[src/rtl/adc_pkg.sv]
// Shared types and helpers for the serial-ADC capture engine.
package adc_pkg;

  typedef enum logic [1:0] {
    IDLE,
    SHIFT,
    DONE,
    QUIET
  } state_t;

  // Minimum clk cycles from one frame start to the next.
  function automatic int frame_cycles(input int clk_div, input int frame_bits,
                                      input int cs_high_cyc);
    return 2 * clk_div * frame_bits + cs_high_cyc;
  endfunction

endpackage

[src/rtl/adc_spi_capture_if.sv]
// Pin/datapath bundle of the ADC capture engine: control, ADC pins and results.
interface adc_spi_capture_if #(
  parameter int N_CH   = 2,
  parameter int DATA_W = 12
);
  logic                     cont;
  logic                     start;
  logic [N_CH-1:0]          sdo;
  logic                     cs_n;
  logic                     sclk;
  logic [N_CH*DATA_W-1:0]   data;
  logic                     valid;
  logic                     busy;
  logic                     overrun;

  modport master (
    input  cont, start, sdo,
    output cs_n, sclk, data, valid, busy, overrun
  );

  modport slave (
    output cont, start, sdo,
    input  cs_n, sclk, data, valid, busy, overrun
  );
endinterface

[src/rtl/adc_shift_ch.sv]
// One ADC channel: shifts SDO on each rising SCLK, keeping only the result window.
module adc_shift_ch #(
  parameter int DATA_W    = 12,
  parameter int LEAD_BITS = 2,
  parameter int IDX_W     = 5
) (
  input  logic              clk,
  input  logic              nrst,
  input  logic              sample_en,
  input  logic [IDX_W-1:0]  bit_idx,
  input  logic              sdo,
  output logic [DATA_W-1:0] result
);

  logic in_window;

  // Exactly DATA_W bits land in the window, so stale bits shift out without a clear.
  assign in_window = (int'(bit_idx) >= LEAD_BITS) &&
                     (int'(bit_idx) <  LEAD_BITS + DATA_W);

  always_ff @(posedge clk or negedge nrst) begin
    if (!nrst) begin
      result <= '0;
    end else if (sample_en && in_window) begin
      result <= {result[DATA_W-2:0], sdo};
    end
  end

endmodule

[src/rtl/adc_spi_capture.sv]
// Serial-ADC capture engine: shared CS/SCLK, N_CH parallel SDO lines, framed results.
module adc_spi_capture
  import adc_pkg::*;
#(
  parameter int DATA_W      = 12,
  parameter int FRAME_BITS  = 16,
  parameter int LEAD_BITS   = 2,
  parameter int CLK_DIV     = 2,
  parameter int CS_HIGH_CYC = 4,
  parameter int N_CH        = 2
) (
  input logic              clk,
  input logic              nrst,
  adc_spi_capture_if.master bus
);

  localparam int BC_W  = $clog2(FRAME_BITS + 1);
  localparam int DIV_W = (CLK_DIV > 1) ? $clog2(CLK_DIV) : 1;
  localparam int Q_W   = $clog2(CS_HIGH_CYC + 1);

  state_t                  state;
  logic [DIV_W-1:0]        div_cnt;
  logic [BC_W-1:0]         bit_cnt;
  logic [Q_W-1:0]          q_cnt;
  logic                    pend;
  logic                    cs_n_q, sclk_q, valid_q, busy_q, overrun_q;
  logic [N_CH*DATA_W-1:0]  data_q;
  logic [N_CH*DATA_W-1:0]  res_flat;
  logic                    start_eff, div_tc, sample_en;

  assign start_eff = bus.start & ~bus.cont;
  assign div_tc    = (div_cnt == DIV_W'(CLK_DIV - 1));
  assign sample_en = (state == SHIFT) && div_tc && !sclk_q;

  for (genvar i = 0; i < N_CH; i++) begin : g_ch
    adc_shift_ch #(
      .DATA_W    (DATA_W),
      .LEAD_BITS (LEAD_BITS),
      .IDX_W     (BC_W)
    ) u_ch (
      .clk       (clk),
      .nrst      (nrst),
      .sample_en (sample_en),
      .bit_idx   (bit_cnt),
      .sdo       (bus.sdo[i]),
      .result    (res_flat[i*DATA_W +: DATA_W])
    );
  end

  always_ff @(posedge clk or negedge nrst) begin
    if (!nrst) begin
      state     <= IDLE;
      div_cnt   <= '0;
      bit_cnt   <= '0;
      q_cnt     <= '0;
      pend      <= 1'b0;
      cs_n_q    <= 1'b1;
      sclk_q    <= 1'b1;
      valid_q   <= 1'b0;
      busy_q    <= 1'b0;
      overrun_q <= 1'b0;
      data_q    <= '0;
    end else begin
      valid_q <= 1'b0;
      // One start may wait for the next frame; a second one while it waits is lost.
      if (busy_q && start_eff) begin
        if (pend) overrun_q <= 1'b1;
        else      pend      <= 1'b1;
      end
      unique case (state)
        IDLE: begin
          if (bus.cont || bus.start) begin
            state   <= SHIFT;
            cs_n_q  <= 1'b0;
            busy_q  <= 1'b1;
            div_cnt <= '0;
            bit_cnt <= '0;
          end
        end
        SHIFT: begin
          if (div_tc) begin
            div_cnt <= '0;
            sclk_q  <= ~sclk_q;
            if (!sclk_q) begin
              bit_cnt <= bit_cnt + 1'b1;
              if (bit_cnt == BC_W'(FRAME_BITS - 1)) begin
                state  <= DONE;
                cs_n_q <= 1'b1;
              end
            end
          end else begin
            div_cnt <= div_cnt + 1'b1;
          end
        end
        DONE: begin
          data_q  <= res_flat;
          valid_q <= 1'b1;
          q_cnt   <= Q_W'(1);
          state   <= QUIET;
        end
        QUIET: begin
          if (q_cnt >= Q_W'(CS_HIGH_CYC - 1)) begin
            q_cnt <= '0;
            // A start arriving in this very cycle is serviced directly.
            if (bus.cont || pend || start_eff) begin
              state   <= SHIFT;
              cs_n_q  <= 1'b0;
              div_cnt <= '0;
              bit_cnt <= '0;
              pend    <= 1'b0;
            end else begin
              state  <= IDLE;
              busy_q <= 1'b0;
            end
          end else begin
            q_cnt <= q_cnt + 1'b1;
          end
        end
        default: state <= IDLE;
      endcase
    end
  end

  assign bus.cs_n    = cs_n_q;
  assign bus.sclk    = sclk_q;
  assign bus.data    = data_q;
  assign bus.valid   = valid_q;
  assign bus.busy    = busy_q;
  assign bus.overrun = overrun_q;

endmodule
[src/flat_wrapper.sv]
// flat-port wrapper written by rule: the top's interface ports become plain ports
module adc_spi_capture_flat import adc_pkg::*;
#(
  parameter int DATA_W      = 12,
  parameter int FRAME_BITS  = 16,
  parameter int LEAD_BITS   = 2,
  parameter int CLK_DIV     = 2,
  parameter int CS_HIGH_CYC = 4,
  parameter int N_CH        = 2
)
  (clk, nrst, bus_cont, bus_start, bus_sdo, bus_cs_n, bus_sclk, bus_data, bus_valid, bus_busy, bus_overrun);
  adc_spi_capture_if #(.N_CH(N_CH), .DATA_W(DATA_W)) bus_i ();
  input logic clk;
  input logic nrst;
  input wire logic [$bits(bus_i.cont)-1:0] bus_cont;
  input wire logic [$bits(bus_i.start)-1:0] bus_start;
  input wire logic [$bits(bus_i.sdo)-1:0] bus_sdo;
  output wire logic [$bits(bus_i.cs_n)-1:0] bus_cs_n;
  output wire logic [$bits(bus_i.sclk)-1:0] bus_sclk;
  output wire logic [$bits(bus_i.data)-1:0] bus_data;
  output wire logic [$bits(bus_i.valid)-1:0] bus_valid;
  output wire logic [$bits(bus_i.busy)-1:0] bus_busy;
  output wire logic [$bits(bus_i.overrun)-1:0] bus_overrun;
  assign bus_i.cont = bus_cont;
  assign bus_i.start = bus_start;
  assign bus_i.sdo = bus_sdo;
  assign bus_cs_n = bus_i.cs_n;
  assign bus_sclk = bus_i.sclk;
  assign bus_data = bus_i.data;
  assign bus_valid = bus_i.valid;
  assign bus_busy = bus_i.busy;
  assign bus_overrun = bus_i.overrun;
  adc_spi_capture #(.DATA_W(DATA_W), .FRAME_BITS(FRAME_BITS), .LEAD_BITS(LEAD_BITS), .CLK_DIV(CLK_DIV), .CS_HIGH_CYC(CS_HIGH_CYC), .N_CH(N_CH)) u_core (.clk(clk), .nrst(nrst), .bus(bus_i));
endmodule
[config.mk]
export PLATFORM = sky130hd
export DESIGN_NAME = adc_spi_capture_flat
export DESIGN_NICKNAME = d
export VERILOG_FILES = /design/src/rtl/adc_pkg.sv /design/src/rtl/adc_spi_capture_if.sv /design/src/rtl/adc_shift_ch.sv /design/src/rtl/adc_spi_capture.sv /design/src/flat_wrapper.sv
export SDC_FILE = /design/constraint.sdc
export NUM_CORES = 1
export LEC_CHECK = 0
export ABC_AREA = 1
export BUFFER_PORTS_ARGS = -buffer_cell sky130_fd_sc_hd__buf_2
export CAP_MARGIN = 30
export CORE_AREA = 2 2 75 77
export DETAILED_ROUTE_END_ITERATION = 12
export DIE_AREA = 0 0 77 79
export PLACE_DENSITY = 0.86
export SKIP_CTS_REPAIR_TIMING = 1
export SYNTH_ARGS = -nofsm -noshare
export SYNTH_HDL_FRONTEND = slang
export SYNTH_HIERARCHICAL = 1
export SYNTH_SLANG_ARGS = --single-unit
export TNS_END_PERCENT = 1
[constraint.sdc]
create_clock -name clk -period 5 [get_ports clk]
set_clock_uncertainty 0.1 [all_clocks]
set_input_delay 0.75 -clock clk [delete_from_list [all_inputs] [get_ports clk]]
set_output_delay 0.75 -clock clk [all_outputs]
set_load 0.02 [all_outputs]
== Word level (Yosys, flattened, before mapping) ==
Index checks and enable logic that the tools add are counted.

* Mux-type cells: 33
* Equality and inequality tests: 11
* Magnitude comparators: 3
* Bitwise operators: 3
* Reduce and logical (&&, ||, !) cells: 20
* Add/subtract/negate cells: 3

{| class="wikitable"
|+ Operators with widths
! operator !! count
|-
| $mux 5 || 5
|-
| $mux 1 || 16
|-
| $pmux 5 s3 || 1
|-
| $mux 2 || 5
|-
| $ne 2x1->1 const B || 4
|-
| $pmux 2 s4 || 1
|-
| $reduce_and 4->1 || 2
|-
| $reduce_and 7->1 || 1
|-
| $ne 2x2->1 const B || 3
|-
| $pmux 1 s3 || 2
|-
| $pmux 3 s2 || 1
|-
| $reduce_and 6->1 || 1
|-
| $add 5x1->5 const B || 1
|-
| $eq 5x4->1 const B || 1
|-
| $ge 5x2->1 const B || 1
|-
| $logic_and 1x1->1 || 5
|-
| $lt 5x4->1 const B || 1
|-
| $reduce_and 5->1 || 1
|-
| $eq 2x2->1 const B || 2
|-
| $reduce_and 2->1 || 2
|-
| $reduce_bool 2->1 || 2
|-
| $add 3x1->3 const B || 1
|-
| $ge 3x2->1 const B || 1
|-
| $logic_or 1x1->1 || 3
|-
| 9 further kinds || 10
|}

* Register bits after elaboration: 65
* Input bits: 6
* Logic and storage cells: 86
* Output and inout port bits: 29

== Longest topological paths before layout ==
* Depth after elaboration: 7
* Depth in mapped cells: 11
* Mapped depth without buffers: 11

== By module ==
The synthesis kept the hierarchy.

{| class="wikitable"
|+ Modules (own cells, without submodules)
! module !! instances !! seq. area each (um^2) !! cells an instance !! area an instance (um^2)
|-
| adc_spi_capture || 1 || 1028.5 || 221 || 1923.1
|-
| adc_shift_ch || 2 || 300.3 || 59 || 614.3
|}

== Worst setup path before layout ==
Ideal clock, no wire load.

* Path kind: flip-flop to flip-flop
* Start: register u_core.state[1]
* End: register u_core.g_ch[0].u_ch.result[0]
* Cell stages (with the launch flop): 12
* Data required time: 4.784 ns
* Slack: 3.284 ns
* Arrival: 1.500 ns
* Path buffers: 2
* Period minus slack after synthesis: 1.716 ns
* Setup time: 0.116 ns
* Cells stage by stage: dfrtp_1 inv_1 ha_1 buf_4 nand2_1 nor2_1 inv_2 nor2_4 nand3_4 buf_12 nand2_2 nand2_2

* Word-level cells in the longest chain between the ends: 4

{| class="wikitable"
|+ RTL lines
! item !! line !! source
|-
| start: declaration || adc_spi_capture.sv:21 || <nowiki>state_t state;</nowiki>
|-
| start signal: assignment || adc_spi_capture.sv:52 || <nowiki>state <= IDLE;</nowiki>
|-
| start signal: assignment || adc_spi_capture.sv:73 || <nowiki>state <= SHIFT;</nowiki>
|-
| start signal: assignment || adc_spi_capture.sv:87 || <nowiki>state <= DONE;</nowiki>
|-
| $eq 2x1->1 || adc_spi_capture.sv:33 || <nowiki>assign sample_en = (state == SHIFT) && div_tc && !sclk_q;</nowiki>
|-
| $logic_and 1x1->1 (2 in a row) || adc_spi_capture.sv:33 ||
|-
| named net u_core.sample_en || adc_spi_capture.sv:29 || <nowiki>logic start_eff, div_tc, sample_en;</nowiki>
|-
| $logic_and 1x1->1 || adc_shift_ch.sv:24 || <nowiki>end else if (sample_en && in_window) begin</nowiki>
|-
| end signal: assignment || adc_shift_ch.sv:25 || <nowiki>result <= {result[DATA_W-2:0], sdo};</nowiki>
|-
| end: declaration || adc_shift_ch.sv:12 || <nowiki>output logic [DATA_W-1:0] result</nowiki>
|}

The timed path passes the listed nets, and every way through them passes these cells.
A chain may end at the register's enable or synchronous reset.

== Worst setup path after layout ==
* Start: register u_core.state[0]
* End: register u_core.div_cnt

* Word-level cells in the longest chain between the ends: 3
* Elaborated cells on any way between the ends: 9
* Those cells by class: 5 x eq/ne; 1 x mux; 3 x reduce/logical

{| class="wikitable"
|+ RTL lines
! item !! line !! source
|-
| $eq 2x2->1, or another cell as far along || adc_spi_capture.sv:70 || <nowiki>unique case (state)</nowiki>
|-
| $ne 2x1->1 (no source line) or $reduce_bool 3->1 (tied branches) || - ||
|-
| $reduce_and 4->1 (no source line) || - ||
|-
| end signal: assignment || adc_spi_capture.sv:92 || <nowiki>div_cnt <= div_cnt + 1'b1;</nowiki>
|-
| end: declaration || adc_spi_capture.sv:22 || <nowiki>logic [DIV_W-1:0] div_cnt;</nowiki>
|}

Parallel ways exist; a longest one is shown, timed or not.

==> impl_metrics.ini <==
[critical_path]
crit_chain = inv_1 > ha_1 > inv_2 > nand2_4 > nor2_1 > nand2_1 > o21ai_2
r2r_setup_slack_ns = 2.52
end_kind = flip-flop
reg2regPathDepth = 7
crit_cells = 7
cp_max_fo = 27
cp-start-kind = flip-flop
worstPathArrival_ns = 2.61
slowest_stage = ha_1
path_delay_family = adder cells
path_class = reg2reg
cp.buffers_inverters = 2
required_ns = 5.13
critPathMaxStageDelay_ns = 0.81

[clock_network]
clock_sinks = 65
clock_latency_ns = 0.34
cts.path.max_buffers = 2
cts_made_buffers = 9
cts_tree = done
htree_num_levels = 3
cts_root_buf = clkbuf_8
path_clk_slew_ns = 0.07

[worst_hold_path]
min_path_type = reg2reg
hold_depth = 2

[floorplan]
num_io_pins = 35
start_util_pct = 59.0
chipWidth_um = 77
fp.dieH_um = 79
num_rows = 27
coreArea_um2 = 5340
die_area_um2 = 6080

[routing]
drtAntennaViolNets = 0
drt_wl_total_um = 5750
dr_wl_met2_um = 2850
wl_per_cell_um = 12.8
drtIter0Drc = 193
drt_first_pass_iters = 4
dr_wl_met3_um = 247
maxUsedRoutingLayer = met4
drc = 0
post_drt_via_cell_ratio = 5.23
met1Wirelength_um = 2550
num_vias = 2341

[yosys]
ys_ff_latch = 65
ys_seq_area_share_pct = 51.7
synth.net_count = 353
postSynthAreaPerCell_um2 = 9.30
synth_top_cell_by_area = dfrtp_1
syn_inst = 339
synth_top_area_share_pct = 50.0
synth_warnings = 6
ys_types = 30
synth.cell_area_um2 = 3150
synth_area_leaders = dfrtp_1 (50%), nand2_1 (13%), nand2_2 (8.5%)

[placed_design]
port-buffer-count = 34
place_inst = 432
place_congestion = 0.764
post-dp-hpwl_um = 3800

[timing]
whs_ns = 0.361
fmax_mhz = 403
drv_slew = 0
finalCritPeriodShare_pct = 49.6
slew_headroom_pct = 36.9
rsz0062_at_grt = no
worst_slew_pin_slew_ns = 0.947
final_hold_viol_count = 0
setup_viol = 0
fin_crit_ns = 2.48
tns_ns = 0

[global_routing]
track_usage_pct = 20.8
grt_pass1_vias = 2137
grt_start_max_net_pins = 66
grt_overflow_total = 0
antenna_found_initial = 0
grt_pass1_wl_um = 9890

[pwr]
ir_drop_v = 0.000350
power_density_nw_per_um2 = 495
p_leak_nw = 1.88

[layout]
nFillCells = 441
nets = 385
area_growth_pct = 12.6
final_cell_mix = nand2_1 (109), dfrtp_1 (63), nand2_2 (43)
seq_area_um2 = 1630
multi_input_area_um2 = 1320
final_common_cell = nand2_1
drive_above_1_share_pct = 31.9
final_cell_count_no_fill = 448
antenna_cells = 0

[run]
maxCapViolCount = 0

[outcome]
status = complete, no violations
-- layer usage --
metal	vias to the layer above	track usage, %
met5	-	0
met4	0	11.3
met3	9	4.20
met2	48	32.9
met1	1130	27.4
li1	1154	-
-- final cells by class --
| cell class | count | share of cell area (%) |
|---|---|---|
| multi-input combinational | 237 | 37.3 |
| tap | 72 | 2.54 |
| clock buffer | 9 | 3.49 |
| inverter | 23 | 2.43 |
| sequential | 65 | 45.9 |
| timing repair buffer | 35 | 5.01 |
| clock inverter | 7 | 3.35 |
-- sequential cells by signal, summed over array words and instances (netlist names) --
name,cells
u_core/bit_cnt,5
u_core/bus.busy,1
u_core/bus.cs_n,1
u_core/bus.data,24
u_core/bus.overrun,1
u_core/bus.sclk,1
u_core/bus.valid,1
u_core/div_cnt,1
u_core/g_ch.u_ch/result,24
u_core/pend,1
u_core/q_cnt,3
u_core/state,2
-- final timing paths --
path,from,end
worst max-delay path,u_core/state[0]$_DFFE_PN0P_,u_core/div_cnt$_DFFE_PN0P_
worst min-delay path,u_core/bus.cs_n$_DFFE_PN1P_,u_core/bus.cs_n$_DFFE_PN1P_
worst max register to register,u_core/state[0]$_DFFE_PN0P_,u_core/div_cnt$_DFFE_PN0P_
worst min register to register,u_core/bus.cs_n$_DFFE_PN1P_,u_core/bus.cs_n$_DFFE_PN1P_
max in group asynchronous,nrst,u_core/g_ch[1].u_ch/result[10]$_DFFE_PN0P_
min in group asynchronous,nrst,u_core/bus.overrun$_DFFE_PN0P_
-- power breakdown --
part	switching [mW]	total [mW]	leakage, nW	internal, mW
Combinational	0.382	0.554	0.900	0.172
Clock	0.204	0.534	0.115	0.331
Sequential	0.0677	0.670	0.863	0.603
Total	0.654	1.76	1.88	1.11
-- worst reg2reg max path, stage by stage, from the launching register on --
cell     delay, ns
dfrtp_1       0.42
inv_1         0.15
ha_1          0.81
inv_2         0.43
nand2_4       0.26
nor2_1        0.08
nand2_1       0.07
o21ai_2       0.05
-- stage by stage --
step	utilization, %	area [µm²]	power (mW)	setup WS (ns)
after floorplan	-	3150	1.13	3.28
after global placement	62.0	3310	1.21	2.67
final	66.5	3550	1.76	2.52
after detailed placement	62.0	3310	1.23	2.52
after CTS	66.5	3550	1.77	2.49
after global routing	66.5	3550	1.87	2.24
-- cells in the mapped netlist --
cell / count
nor2_1: 7
nor2_2: 4
buf_12: 2
xnor2_1: 1
nor3b_1: 1
a41o_1: 1
o21ai_0: 8
a21oi_1: 2
o21a_1: 1
clkbuf_1: 2
o21ai_2: 2
a31oi_1: 1
nand3_4: 4
nand4_1: 25
dfstp_2: 2
inv_2: 4
dfrtp_1: 63
nand2_1: 109
nand2_2: 43
or2_1: 1
nor2_4: 4
buf_2: 4
o21ai_1: 2
nand3_2: 4
nand3_1: 6
ha_1: 8
nand2_4: 2
buf_4: 6
o22ai_1: 1
inv_1: 19
-- cells by family after synthesis --
kind of cell / after synthesis / synth area share [%]
and+or+nand+nor: 210 / 35.1
DFF: 65 / 51.7
buffers and inverters: 37 / 6.31
AOI/OAI and AO/OA: 18 / 3.41
adders and majority gates: 8 / 3.18
xor gates and xnor gates: 1 / 0.278
(Power assumes the default switching activity.)
